$ cat src/rtl/ball_motion.sv
// Ball position/direction engine for a breakout-style game: tracks the paddle while
// idle, steps the ball once per motion tick and reflects it off walls, paddle and bricks.
module ball_motion #(
    parameter int TICK_DIV   = 1000000,
    parameter int STEP       = 2,
    parameter int BALL_SIZE  = 8,
    parameter int SCREEN_W   = 640,
    parameter int SCREEN_H   = 480,
    parameter int PADDLE_W   = 64,
    parameter int LOST_TICKS = 50
) (
    input  logic       clk,
    input  logic       rst,
    input  logic       launch,
    input  logic       pause,
    input  logic [9:0] paddle_x,
    input  logic [9:0] paddle_y,
    input  logic       brick_hit,
    output logic [9:0] ball_x,
    output logic [9:0] ball_y,
    output logic       dir_x,
    output logic       dir_y,
    output logic       paddle_hit,
    output logic       miss,
    output logic [1:0] state
);

    localparam int TW = (TICK_DIV > 1) ? $clog2(TICK_DIV) : 1;
    localparam int LW = (LOST_TICKS > 1) ? $clog2(LOST_TICKS) : 1;

    // All geometry is done in 11 bits so sums near the screen edge cannot wrap.
    localparam logic [10:0] STEP_W  = 11'(STEP);
    localparam logic [10:0] BALL_W  = 11'(BALL_SIZE);
    localparam logic [10:0] SCR_W   = 11'(SCREEN_W);
    localparam logic [10:0] SCR_H   = 11'(SCREEN_H);
    localparam logic [10:0] PAD_W   = 11'(PADDLE_W);
    localparam logic [10:0] TRACK_X = 11'(PADDLE_W / 2 - BALL_SIZE / 2);

    typedef enum logic [1:0] {
        IDLE   = 2'd0,
        MOVING = 2'd1,
        PAUSED = 2'd2,
        LOST   = 2'd3
    } state_t;

    state_t      state_q, state_d;
    logic [TW-1:0] tick_cnt;
    logic [LW-1:0] lost_cnt, lost_d;
    logic        tick, launch_q, launch_rise;
    logic        pending, pend_d;
    logic [9:0]  x_d, y_d;
    logic        dx_d, dy_d, hit_d, miss_d;
    logic [10:0] bx, by, px, py;
    logic        dy_eff, contact;

    assign state       = state_q;
    assign tick        = (tick_cnt == TW'(TICK_DIV - 1));
    assign launch_rise = launch & ~launch_q;
    assign bx          = {1'b0, ball_x};
    assign by          = {1'b0, ball_y};
    assign px          = {1'b0, paddle_x};
    assign py          = {1'b0, paddle_y};
    assign dy_eff      = dir_y ^ pending;

    // Paddle contact looks at the direction before the brick flip so it wins over a brick.
    assign contact = dir_y && (by + BALL_W <= py) && (by + BALL_W + STEP_W >= py)
                     && (bx + BALL_W > px) && (bx < px + PAD_W);

    always_ff @(posedge clk or negedge rst) begin
        if (!rst) begin
            tick_cnt <= '0;
            launch_q <= 1'b0;
        end else begin
            tick_cnt <= tick ? '0 : tick_cnt + TW'(1);
            launch_q <= launch;
        end
    end

    always_ff @(posedge clk or negedge rst) begin
        if (!rst) begin
            state_q    <= IDLE;
            ball_x     <= '0;
            ball_y     <= '0;
            dir_x      <= 1'b1;
            dir_y      <= 1'b0;
            paddle_hit <= 1'b0;
            miss       <= 1'b0;
            pending    <= 1'b0;
            lost_cnt   <= '0;
        end else begin
            state_q    <= state_d;
            ball_x     <= x_d;
            ball_y     <= y_d;
            dir_x      <= dx_d;
            dir_y      <= dy_d;
            paddle_hit <= hit_d;
            miss       <= miss_d;
            pending    <= pend_d;
            lost_cnt   <= lost_d;
        end
    end

    always_comb begin
        state_d = state_q;
        x_d     = ball_x;
        y_d     = ball_y;
        dx_d    = dir_x;
        dy_d    = dir_y;
        pend_d  = pending;
        lost_d  = lost_cnt;
        hit_d   = 1'b0;
        miss_d  = 1'b0;
        case (state_q)
            IDLE: begin
                x_d    = 10'(px + TRACK_X);
                y_d    = 10'(py - BALL_W);
                dx_d   = 1'b1;
                dy_d   = 1'b0;
                pend_d = 1'b0;
                lost_d = '0;
                if (launch_rise) state_d = MOVING;
            end
            MOVING: begin
                if (brick_hit) pend_d = 1'b1;
                if (pause) begin
                    state_d = PAUSED;
                end else if (tick) begin
                    // A brick pulse arriving on the tick cycle is kept for the next tick.
                    pend_d = brick_hit;
                    if (!dir_x) begin
                        if (bx < STEP_W) begin
                            x_d  = '0;
                            dx_d = 1'b1;
                        end else begin
                            x_d = 10'(bx - STEP_W);
                        end
                    end else if (bx + BALL_W + STEP_W > SCR_W) begin
                        x_d  = 10'(SCR_W - BALL_W);
                        dx_d = 1'b0;
                    end else begin
                        x_d = 10'(bx + STEP_W);
                    end
                    if (contact) begin
                        y_d   = 10'(py - BALL_W);
                        dy_d  = 1'b0;
                        hit_d = 1'b1;
                    end else if (!dy_eff) begin
                        if (by < STEP_W) begin
                            y_d  = '0;
                            dy_d = 1'b1;
                        end else begin
                            y_d  = 10'(by - STEP_W);
                            dy_d = 1'b0;
                        end
                    end else if (by + BALL_W + STEP_W >= SCR_H) begin
                        y_d     = 10'(SCR_H - BALL_W);
                        dy_d    = 1'b1;
                        miss_d  = 1'b1;
                        state_d = LOST;
                    end else begin
                        y_d  = 10'(by + STEP_W);
                        dy_d = 1'b1;
                    end
                end
            end
            PAUSED: begin
                if (brick_hit) pend_d = 1'b1;
                if (!pause) state_d = MOVING;
            end
            LOST: begin
                if (tick) begin
                    if (lost_cnt == LW'(LOST_TICKS - 1)) begin
                        lost_d  = '0;
                        state_d = IDLE;
                    end else begin
                        lost_d = lost_cnt + LW'(1);
                    end
                end
            end
            default: state_d = IDLE;
        endcase
    end

endmodule
$ cat config.mk
export PLATFORM = sky130hd
export DESIGN_NAME = ball_motion
export DESIGN_NICKNAME = d
export VERILOG_FILES = /design/src/rtl/ball_motion.sv
export SDC_FILE = /design/constraint.sdc
export NUM_CORES = 1
export LEC_CHECK = 0
export ABC_AREA = 0
export BUFFER_PORTS_ARGS = -buffer_cell sky130_fd_sc_hd__buf_2
export CORE_UTILIZATION = 39
export CTS_BUF_LIST = sky130_fd_sc_hd__clkbuf_16
export DETAILED_ROUTE_END_ITERATION = 8
export PLACE_DENSITY = 0.64
export SLEW_MARGIN = 20
export SYNTH_ARGS = -nofsm -noshare
export SYNTH_HDL_FRONTEND = slang
export SYNTH_SLANG_ARGS = --single-unit
$ cat constraint.sdc
create_clock -name clk -period 6.6 [get_ports clk]
set_input_delay 0.66 -clock clk [delete_from_list [all_inputs] [get_ports clk]]
set_output_delay 0.66 -clock clk [all_outputs]
set_load 0.02 [all_outputs]
==> results of run 1 <==
## flip-flops by register name (all words and copies together), names as in the netlist
| register | count |
|---|---|
| tick_cnt | 20 |
| ball_x | 10 |
| ball_y | 10 |
| lost_cnt | 6 |
| state | 2 |
| dir_x | 1 |
| dir_y | 1 |
| launch_q | 1 |
| miss | 1 |
| paddle_hit | 1 |
| pending | 1 |
## worst max-delay path by stage
stage | startpoint | endpoint | slack (ps) | depth (start not counted)
detailed placement | ball_y[3]$_DFFE_PN0P_ | ball_y[0]$_DFFE_PN0P_ | 1990 | 13
global route | ball_y[3]$_DFFE_PN0P_ | ball_y[0]$_DFFE_PN0P_ | 1600 | 13
floorplan | ball_y[3]$_DFFE_PN0P_ | ball_y[1]$_DFFE_PN0P_ | 2710 | 15
CTS | ball_y[3]$_DFFE_PN0P_ | ball_y[0]$_DFFE_PN0P_ | 1980 | 13
global placement | ball_y[3]$_DFFE_PN0P_ | ball_y[0]$_DFFE_PN0P_ | 2250 | 13
finish | ball_y[3]$_DFFE_PN0P_ | ball_y[0]$_DFFE_PN0P_ | 1930 | 13
## cell usage in the layout, fill, tap and decap left out, types with 6 or more instances in the layout
cell type	count
nor2b_1	8
a21o_1	6
nor2_1	44
xor2_1	16
a21oi_1	45
o31ai_1	6
o22ai_1	13
buf_2	50
nor3_1	24
nand3_1	35
a31oi_1	11
o21ai_0	41
dfrtp_1	53
and3_1	10
ha_1	57
nand2_1	56
inv_1	43
a22oi_1	6
nand4_1	20
xnor2_1	32
## stage by stage
stage	cell area (sq um)	hold slack [ps]	instances	setup slack, ps
after floorplan	5110	364	635	2710
after global placement	5460	471	833	2250
after detailed placement	5460	478	833	1990
after CTS	5600	487	840	1980
after global routing	5600	510	840	1600
final	5600	482	840	1930
## area by class of cell
| type | count | share of cell area [%] |
|---|---|---|
| multi-input combinational | 514 | 62.2 |
| sequential | 54 | 24.1 |
| timing repair buffer | 51 | 4.60 |
| tap | 172 | 3.84 |
| inverter | 42 | 2.81 |
| clock buffer | 5 | 2.23 |
| clock inverter | 2 | 0.201 |
## kinds of logic (layout without fill, tap and decap cells)
group / count (synthesis) / in the layout / synth area share, %
flip-flops: 54 / 54 / 26.4
AND/OR/NAND/NOR: 234 / 234 / 23.5
XOR/XNOR: 49 / 49 / 8.54
adder cells (fa/ha/maj): 57 / 57 / 13.9
AO/OA/AOI/OAI: 171 / 171 / 21.4
buffers and inverters: 67 / 100 / 5.58
multiplexers: 3 / 3 / 0.612
## worst max-delay path: cells and delay by family (launching register included)
family,cells,cell delay (ps)
AOI/OAI and AO/OA,7,2090
adders and majority gates,2,640
DFF,1,650
and+or+nand+nor,4,1170
## power by group
part	total (W)	switching, W	internal (W)
logic	0.000231	0.000136	0.0000945
clock network	0.000254	0.000116	0.000137
registers	0.000374	0.0000347	0.000339
total	0.000858	0.000287	0.000571
## cell usage after synthesis, types with 8 or more instances
cell and instances:
and3_1 10, a31oi_1 11, o22ai_1 13, nand3_1 35
nor3_1 24, xnor2_1 32, buf_2 9, xor2_1 16
dfrtp_1 53, clkbuf_1 10, ha_1 57, o21ai_0 41
nor2b_1 8, inv_1 42, nand4_1 20, a21oi_1 45
nand2_1 56, nor2_1 44
## routing by layer
layer	GRT usage [%]	vias to the layer above
met3	2.39	20
met2	35.0	162
li1	-	2395
met1	29.8	2416
met4	7.18	0
met5	0	-
==> impl_metrics.csv, run 1 <==
group,metric,value,unit
global_routing,grt_overflow,0,
die,die_area,0.0136,sq mm
run,maxCapViolCount,0,
critical_path,ff2ff_setup_slack,1930,ps
global_routing,grt_max_degree,55,
drt,viasPerCell,5.94,
final_layout,multiInputGateArea,0.00348,sq mm
drt,antenna_left,0,
timing,setup_viol,0,
final_layout,n_fill_cell,1333,
critical_path,crit_arrival,4850,ps
drt,wl_met2,6600,microns
cts,h-tree-depth,2,
critical_path,path_class,"flip-flop to flip-flop",
timing,period_share,70.8,%
critical_path,r2r-end,"ball_y[0]$_DFFE_PN0P_",
logic_synthesis,syn_nets,717,
placement,place_congestion,0.924,
min_path,holdPathStages,1,
logic_synthesis,synth-seq-cells,54,
drt,wl_met3,700,microns
logic_synthesis,yosysWarnings,0,
timing,setup-tns-final,0,ps
final_layout,antennaDiodeCount,0,
timing,rsz0062_at_grt,"false",
critical_path,reg2regPathDepth,13,
power_and_ir_drop,finalPower,0.000858,W
drt,routed_wl,14200,microns
drt,drtPass1Iterations,5,
critical_path,end_kind,"flip-flop",
critical_path,crit_slowest_cell,"dfrtp_1",
die,ios,51,
placement,hpwl,10700,microns
logic_synthesis,postSynthCellCount,635,
logic_synthesis,synth-edff-count,0,
global_routing,grt_pass1_vias,4623,
timing,finalMaxSlewViolations,0,
final_layout,final_util,44.0,%
drt,wl_per_cell,16.9,microns
logic_synthesis,ys_seq_area_share,26.4,%
min_path,hp-class,"flip-flop to flip-flop",
logic_synthesis,syn-cell-area,0.00511,sq mm
cts,cts_inserted_buffers,5,
cts,cts_tree,"built",
placement,port_buffers,50,
final_layout,nNetsFinal,750,
cts,cts_hold_buffers,0,
global_routing,grt_first_pass_wirelength,23100,microns
global_routing,antenna_found_initial,0,
cts,clk_pin_slew_worst_paths,70,ps
logic_synthesis,synth_area_leaders,"dfrtp_1 26%, ha_1 14%, xnor2_1 5.5%",
timing,max_clock_freq,214,MHz
timing,fin_crit,4670,ps
critical_path,path_cells,"ha_1 -> a21boi_0 -> o221a_2 -> or2_2 -> a31o_2 -> and2_1 -> ha_1 -> a2111oi_0 -> a31oi_1 -> o2111ai_1 -> and2_1 -> nor2_1 -> a221o_1",
logic_synthesis,yosysUniqueCellTypes,68,
critical_path,startpoint_type,"flip-flop",
die,dieHeight,117,microns
logic_synthesis,async_reset_ff_share,100,%
power_and_ir_drop,ir_drop,95.8,uV
drt,wl_met1,6590,microns
power_and_ir_drop,p_leak,2.48,nW
timing,hold_viol,0,
cts,postCtsResizedCells,0,
final_layout,drive_gt1_share,11.1,%
logic_synthesis,yosysTopAreaCell,"dfrtp_1",
die,num_rows,41,
logic_synthesis,syn_avg_cell_area,8.05,sq um
logic_synthesis,ys.flop_type,"dfrtp_1",
critical_path,crit_path_max_fanout,15,
power_and_ir_drop,power_density,153,mW/mm^2
drt,first_iter_violations,464,
critical_path,r2r-start,"ball_y[3]$_DFFE_PN0P_",
timing,fin_worst_skew,7.86,ps
min_path,min_to,"tick_cnt[0]$_DFF_PN0_",
logic_synthesis,yosysTopAreaCellShare,25.9,%
critical_path,crit_required,6770,ps
final_layout,area_delta_synth_final,9.52,%
cts,clock_sinks,54,
min_path,min_from,"tick_cnt[0]$_DFF_PN0_",
timing,slew-limit-headroom,32.4,%
die,start_util,40.2,%
critical_path,slowest_delay,650,ps
drt,via_count,4993,
drt,drc,0,
timing,tightestPinTransition,1010,ps
run_status,status,"complete, no violations",
drt,highest_layer,"met4",
final_layout,seqCellArea,0.00135,sq mm
cts,cts_setup_buffers,0,
cts,clk_latency,290,ps
cts,clk_root_buffer_cell,"clkbuf_16",
die,die_w,117,microns
global_routing,track_usage,21.6,%
die,fp.coreArea,0.0127,sq mm
cts,cts_buffer_depth,2,
Power figures use the tool's default switching activity.
==> run 2, diff against run 1 <==
- ABC_AREA: 0 -> 1
- PLACE_DENSITY: 0.64 -> 0.63
- clock period: 6.6 -> 4.7 ns (I/O delays scaled with it)
==> impl_metrics.csv, run 2 <==
group,metric,value,unit
run_status,status,"finished, violations left",
run_status,failed_checks,"DRC",
final_layout,final_common_cell,"nand2_1",
logic_synthesis,synth_top_family_by_area,"simple AND/OR/NAND/NOR gates",
final_layout,antennaDiodeCount,0,
placement,post-place-ws,1360,ps
placement,place_congestion,0.900,
critical_path,end_kind,"flip-flop",
logic_synthesis,syn_nets,906,
power_and_ir_drop,combPwrFrac,65.1,%
final_layout,n_fill_cell,1452,
cts,postCtsResizedCells,0,
critical_path,crit_required,4880,ps
logic_synthesis,yosysUniqueCellTypes,44,
global_routing,grt_pass1_vias,4883,
cts,cts_inserted_buffers,5,
power_and_ir_drop,p_int,0.00164,W
timing,worst_hold_slack,284,ps
die,die_area,0.0146,sq mm
logic_synthesis,synth-edff-count,0,
cts,cts_hold_buffers,0,
die,num_rows,43,
critical_path,slowest_delay,530,ps
critical_path,reg2regPathDepth,23,
critical_path,startpoint_type,"flip-flop",
logic_synthesis,yosys.area_share.simple,34.4,%
critical_path,crit_path_max_fanout,13,
timing,tightestPinTransition,710,ps
critical_path,cp_top_family,"simple AND/OR/NAND/NOR gates",
power_and_ir_drop,p_seq_share,22.7,%
drt,antenna_left,0,
drt,first_iter_violations,331,
logic_synthesis,synthTopCellsByCount,"199 x nand2_1, 117 x inv_1, 83 x nor2_1",
logic_synthesis,ys.flop_type,"dfrtp_1",
critical_path,crit_arrival,3520,ps
logic_synthesis,synth_compound_area_share,11.6,%
timing,finalMaxSlewViolations,0,
power_and_ir_drop,ir_drop,246,uV
logic_synthesis,yosysTopAreaCellShare,24.1,%
drt,wl_per_cell,13.7,microns
logic_synthesis,synth-xor-area-share,5.70,%
logic_synthesis,synth_area_leaders,"dfrtp_1 24%, nand2_1 14%, ha_1 13%",
drt,drc,2,
logic_synthesis,synth-seq-cells,54,
logic_synthesis,postSynthCellCount,824,
drt,routed_wl,14400,microns
placement,dp_cells,1042,
timing,hold_viol,0,
timing,slew-limit-headroom,52.7,%
cts,cts_tree,"built",
cts,clk_pin_slew_worst_paths,70,ps
logic_synthesis,ys_seq_area_share,24.6,%
final_layout,nNetsFinal,951,
final_layout,final_cells,1050,
global_routing,grt_max_degree,55,
die,die_w,121,microns
timing,setup-tns-final,0,ps
logic_synthesis,syn_avg_cell_area,6.68,sq um
final_layout,top_regs,"tick_cnt x20, ball_x x10, ball_y x10",
global_routing,track_usage,20.5,%
die,start_util,39.8,%
die,fp.coreArea,0.0138,sq mm
logic_synthesis,synth.area.mux_share,0,%
power_and_ir_drop,p_switching,0.00196,W
final_layout,final_util,43.8,%
critical_path,path_class,"flip-flop to flip-flop",
cts,clk_latency,290,ps
cts,cts_buffer_depth,2,
timing,fin_ws,1360,ps
final_layout,top_register,"tick_cnt",
critical_path,crit_top_cell,"nand2_1",
logic_synthesis,synth_most_common_cell,"nand2_1",
global_routing,antenna_found_initial,0,
cts,h-tree-depth,2,
logic_synthesis,synth_fa_ha_area_share,13.0,%
logic_synthesis,yosysTopAreaCell,"dfrtp_1",
cts,clock_sinks,54,
run,maxCapViolCount,0,
final_layout,multiInputGateArea,0.00356,sq mm
global_routing,grt_overflow,0,
cts,clk_root_buffer_cell,"clkbuf_16",
timing,setup_viol,0,
final_layout,largest_reg_flops,20,
final_layout,drive_gt1_share,11.5,%
power_and_ir_drop,clkPwrFrac,12.2,%
logic_synthesis,yosysWarnings,0,
global_routing,grt_first_pass_wirelength,24000,microns
critical_path,crit_buf_inv,2,
power_and_ir_drop,switching_share,54.3,%
logic_synthesis,syn-cell-area,0.00551,sq mm
min_path,hp-class,"primary input to asynchronous set/reset pin",
drt,drtPass1Iterations,7,
final_layout,seqCellArea,0.00135,sq mm
die,dieHeight,121,microns
critical_path,crit_slowest_cell,"dfrtp_1",
drt,viasPerCell,5.01,
placement,hpwl,11300,microns
cts,cts_setup_buffers,0,
critical_path,path_cells,"inv_1 -> ha_1 -> nand4_1 -> nor2_1 -> nand2_1 -> nand2_1 -> inv_1 -> ha_1 -> nand2_1 -> nor2_1 -> nand2_1 -> nand2_1 -> nand2_1 -> nand3_1 -> nand2_1 -> nand2_1 -> nand2_1 -> nand2_1 -> nand3_2 -> nand2_4 -> nand2_1 -> nand3_1 -> nand2_1",
final_layout,area_delta_synth_final,9.93,%
timing,max_clock_freq,300,MHz
power_and_ir_drop,power_density,595,mW/mm^2
timing,rsz0062_at_grt,"false",
logic_synthesis,async_reset_ff_share,100,%
drt,via_count,5264,
final_layout,mostFrequentLayoutCells,"199 x nand2_1, 117 x inv_1, 83 x nor2_1",
critical_path,ff2ff_setup_slack,1360,ps
die,ios,51,
placement,port_buffers,50,
critical_path,r2r-end,"ball_y[3]$_DFFE_PN0P_",
timing,fin_crit,3340,ps
power_and_ir_drop,p_leak,3.17,nW
timing,fin_worst_skew,8.41,ps
critical_path,r2r-start,"ball_y[3]$_DFFE_PN0P_",
timing,period_share,71.0,%
## run 2: changes by cell type in the layout (fill, tap and decap cells not counted), sizes merged, moves of 6 or more
cell	previous run	this run
nor2b	8	0
nand3	36	73
o22ai	13	3
a31oi	11	5
xor2	17	29
nor2	44	90
nand4	20	26
xnor2	32	6
inv	43	126
and3	10	0
nand2	56	212
nor3	25	11
a21oi	45	54
## run 2: worst max path at each step
| stage | from | endpoint | slack (ps) | depth (start not counted) |
|---|---|---|---|---|
| floorplan | ball_y[3]$_DFFE_PN0P_ | ball_y[6]$_DFFE_PN0P_ | 1800 | 24 |
| CTS | ball_y[3]$_DFFE_PN0P_ | ball_y[1]$_DFFE_PN0P_ | 1350 | 24 |
| global route | ball_y[3]$_DFFE_PN0P_ | ball_y[1]$_DFFE_PN0P_ | 900 | 24 |
| detailed placement | ball_y[3]$_DFFE_PN0P_ | ball_y[1]$_DFFE_PN0P_ | 1360 | 24 |
| finish | ball_y[3]$_DFFE_PN0P_ | ball_y[3]$_DFFE_PN0P_ | 1360 | 23 |
| global placement | ball_y[3]$_DFFE_PN0P_ | ball_y[7]$_DFFE_PN0P_ | 1440 | 23 |
## run 2: routing by layer
| metal | part of all wire [%] | vias to the layer above | track usage, % |
|---|---|---|---|
| met5 | 0 | - | 0 |
| met4 | 0.54 | 0 | 3.70 |
| met3 | 3.5 | 7 | 1.79 |
| met2 | 46 | 119 | 34.4 |
| met1 | 50 | 2360 | 28.9 |
| li1 | - | 2778 | - |
## run 2: cells by family after synthesis
family | after synthesis
flip-flops | 54
buffers and inverters | 141
AND/OR/NAND/NOR | 420
adder cells (fa/ha/maj) | 57
AO/OA/AOI/OAI | 117
XOR/XNOR | 35
## run 2: stage by stage
step	total power, W	instance area (sq um)
2_1_floorplan	0.00258	5510
3_3_place_gp	0.00315	5880
3_5_place_dp	0.00315	5880
4_1_cts	0.00361	6050
5_1_grt	0.00398	6050
6_report	0.00360	6050
## run 2: cell type report
type                       count  share of cell area [%]
clock buffer                   5                    2.07
clock inverter                 3                   0.806
inverter                     126                    7.81
multi-input combinational    629                    58.7
sequential                    54                    22.3
tap                          180                    3.72
timing repair buffer          53                    4.51
## run 2: worst reg2reg max path: stages (launching register included)
cell and delay, ps:
dfrtp_1 530, inv_1 210, ha_1 380, nand4_1 120, nor2_1 160, nand2_1 70, nand2_1 80, inv_1 40
ha_1 280, nand2_1 70, nor2_1 150, nand2_1 70, nand2_1 50, nand2_1 40, nand3_1 60, nand2_1 50
nand2_1 50, nand2_1 40, nand2_1 60, nand3_2 270, nand2_4 240, nand2_1 80, nand3_1 80, nand2_1 50
## run 2: power by group through the flow
stage | combinational, W | clock, W | sequential, W
after floorplan | 0.00176 | 0 | 0.000818
after global placement | 0.00232 | 0 | 0.000824
after detailed placement | 0.00233 | 0 | 0.000824
after CTS | 0.00234 | 0.000448 | 0.000816
after global routing | 0.00266 | 0.000468 | 0.000847
final | 0.00234 | 0.000438 | 0.000818
==> run 3, diff against run 2 <==
- ABC_AREA: 1 -> 0
- PLACE_DENSITY: 0.63 -> 0.64
- clock period: 4.7 -> 3.25 ns (I/O delays scaled with it)
==> impl_metrics.csv, run 3 (synthesized netlist as in run 1, its figures left out) <==
group,metric,value,unit
drt,viasPerCell,5.78,
timing,max_clock_freq,297,MHz
critical_path,crit_slowest_cell,"dfrtp_2",
min_path,hp-class,"primary input to asynchronous set/reset pin",
final_layout,nNetsFinal,830,
global_routing,grt_first_pass_wirelength,24700,microns
critical_path,end_kind,"flip-flop",
timing,setup_viol,12,
critical_path,startpoint_type,"flip-flop",
global_routing,track_usage,23.1,%
timing,fin_worst_skew,4.10,ps
cts,cts_inserted_buffers,5,
critical_path,crit_buf_inv,1,
critical_path,ff2ff_setup_slack,-120,ps
drt,routed_wl,15300,microns
power_and_ir_drop,p_seq_share,36.1,%
cts,h-tree-depth,2,
die,ios,51,
critical_path,slowest_delay,440,ps
placement,hpwl,11800,microns
cts,clk_latency,290,ps
die,num_rows,41,
global_routing,grt_overflow,0,
timing,fin_crit,3370,ps
drt,wl_per_cell,16.6,microns
timing,slew-limit-headroom,40.2,%
critical_path,crit_required,3450,ps
final_layout,drive_gt1_share,25.2,%
cts,cts_buffer_depth,2,
power_and_ir_drop,power_density,306,mW/mm^2
final_layout,seqCellArea,0.00136,sq mm
die,fp.coreArea,0.0127,sq mm
die,dieHeight,117,microns
power_and_ir_drop,p_switching,0.000636,W
final_layout,area_delta_synth_final,26.6,%
power_and_ir_drop,clkPwrFrac,30.4,%
critical_path,cp_top_family,"compound AO/OA/AOI/OAI gates",
final_layout,mostFrequentLayoutCells,"74 x buf_4, 54 x nand2_1, 54 x ha_1",
final_layout,multiInputGateArea,0.00369,sq mm
critical_path,path_class,"flip-flop to flip-flop",
final_layout,final_common_cell,"buf_4",
final_layout,antennaDiodeCount,0,
power_and_ir_drop,finalPower,0.00198,W
final_layout,largest_reg_flops,20,
timing,setup-tns-final,-757,ps
final_layout,top_register,"tick_cnt",
global_routing,grt_pass1_vias,5054,
run,maxCapViolCount,0,
run_status,status,"finished, violations left",
critical_path,path_cells,"ha_4 -> and3b_1 -> o221a_2 -> or2_4 -> a31o_4 -> and2_4 -> ha_4 -> a2111oi_4 -> a31oi_4 -> o2111ai_4 -> and2_4 -> buf_6 -> o211ai_1 -> a22oi_1",
timing,rsz0062_at_grt,"true",
drt,drtPass1Iterations,5,
timing,finalMaxSlewViolations,0,
cts,clk_pin_slew_worst_paths,70,ps
drt,antenna_left,0,
power_and_ir_drop,ir_drop,227,uV
final_layout,n_fill_cell,1218,
critical_path,crit_path_max_fanout,5,
cts,cts_tree,"built",
timing,worst_hold_slack,37.2,ps
cts,clk_root_buffer_cell,"clkbuf_16",
placement,place_congestion,0.924,
power_and_ir_drop,switching_share,32.1,%
timing,tightestPinTransition,897,ps
timing,hold_viol,0,
power_and_ir_drop,combPwrFrac,33.5,%
power_and_ir_drop,p_leak,2.91,nW
timing,period_share,104,%
global_routing,antenna_found_initial,0,
final_layout,top_regs,"tick_cnt x20, ball_x x10, ball_y x10",
critical_path,crit_arrival,3570,ps
die,start_util,40.2,%
drt,drc,0,
power_and_ir_drop,p_int,0.00135,W
drt,via_count,5320,
cts,clock_sinks,54,
placement,port_buffers,50,
global_routing,grt_max_degree,31,
run_status,failed_checks,"setup timing",
timing,fin_ws,-122,ps
drt,first_iter_violations,427,
die,die_w,117,microns
die,die_area,0.0136,sq mm
-- run 3: changes by cell type in the layout (fill, tap and decap cells not counted), sizes merged, moves of 8 or more --
| cell | change |
|---|---|
| xnor2 | +26 |
| xor2 | -12 |
| inv | -83 |
| and3 | +10 |
| nor2b | +8 |
| nand3 | -37 |
| nand2 | -156 |
| nor2 | -46 |
| buf | +78 |
| a21oi | -9 |
| nor3 | +14 |
| o22ai | +10 |
-- run 3: layout make-up --
cell class              count  share of cell area, %
clock buffers               5                   1.93
clock inverters             3                  0.637
inverters                  42                   2.43
multi-input cells         514                   57.0
flip-flops and latches     54                   21.0
well taps                 172                   3.32
repair buffers            131                   13.7
-- run 3: power by group through the flow --
stage	combinational (W)	clock, W	sequential, W
detailed placement	0.000608	0	0.000726
finish	0.000664	0.000604	0.000715
global route	0.000732	0.000641	0.000718
floorplan	0.000346	0	0.000748
global placement	0.000593	0	0.000725
CTS	0.000642	0.000612	0.000713
-- run 3: path summary, 6_finish.rpt --
check,startpoint,cells after the start,endpoint
max reg2reg,ball_y[3]$_DFFE_PN0P_,14,ball_y[1]$_DFFE_PN0P_
min in group clk,launch,1,launch_q$_DFF_PN0_
max,ball_y[3]$_DFFE_PN0P_,14,ball_y[1]$_DFFE_PN0P_
max in group asynchronous,rst,2,dir_x$_DFFE_PN1P_
min,rst,1,ball_y[4]$_DFFE_PN0P_
min reg2reg,tick_cnt[0]$_DFF_PN0_,1,tick_cnt[0]$_DFF_PN0_
-- run 3: what timing repair did --
| item | in CTS | in global routing |
|---|---|---|
| setup endpoints to repair | 13 | 14 |
| hold buffers | 0 | 0 |
| pin swaps | 17 | 16 |
| buffers inserted | 11 | 3 |
| gates resized for setup | 23 | 17 |
| cloned | 1 | 0 |
-- run 3: through the flow --
step | cell area [sq um] | worst slack (ps) | cells | util, %
after detailed placement | 6020 | -201 | 898 | 47.3
after floorplan | 5210 | -91.8 | 635 | -
after CTS | 6390 | -122 | 918 | 50.2
final | 6480 | -122 | 921 | 50.9
after global routing | 6480 | -206 | 921 | 50.9
after global placement | 6020 | -143 | 898 | 47.3
-- run 3: routing by layer --
| layer | track usage (%) | part of all wire, % | up-vias | wire length, microns |
|---|---|---|---|---|
| met5 | 0 | 0 | - | 0 |
| met2 | 38.9 | 47 | 207 | 7230 |
| li1 | - | - | 2556 | - |
| met4 | 8.38 | 3.0 | 0 | 456 |
| met1 | 30.4 | 44 | 2509 | 6780 |
| met3 | 2.70 | 5.5 | 48 | 842 |
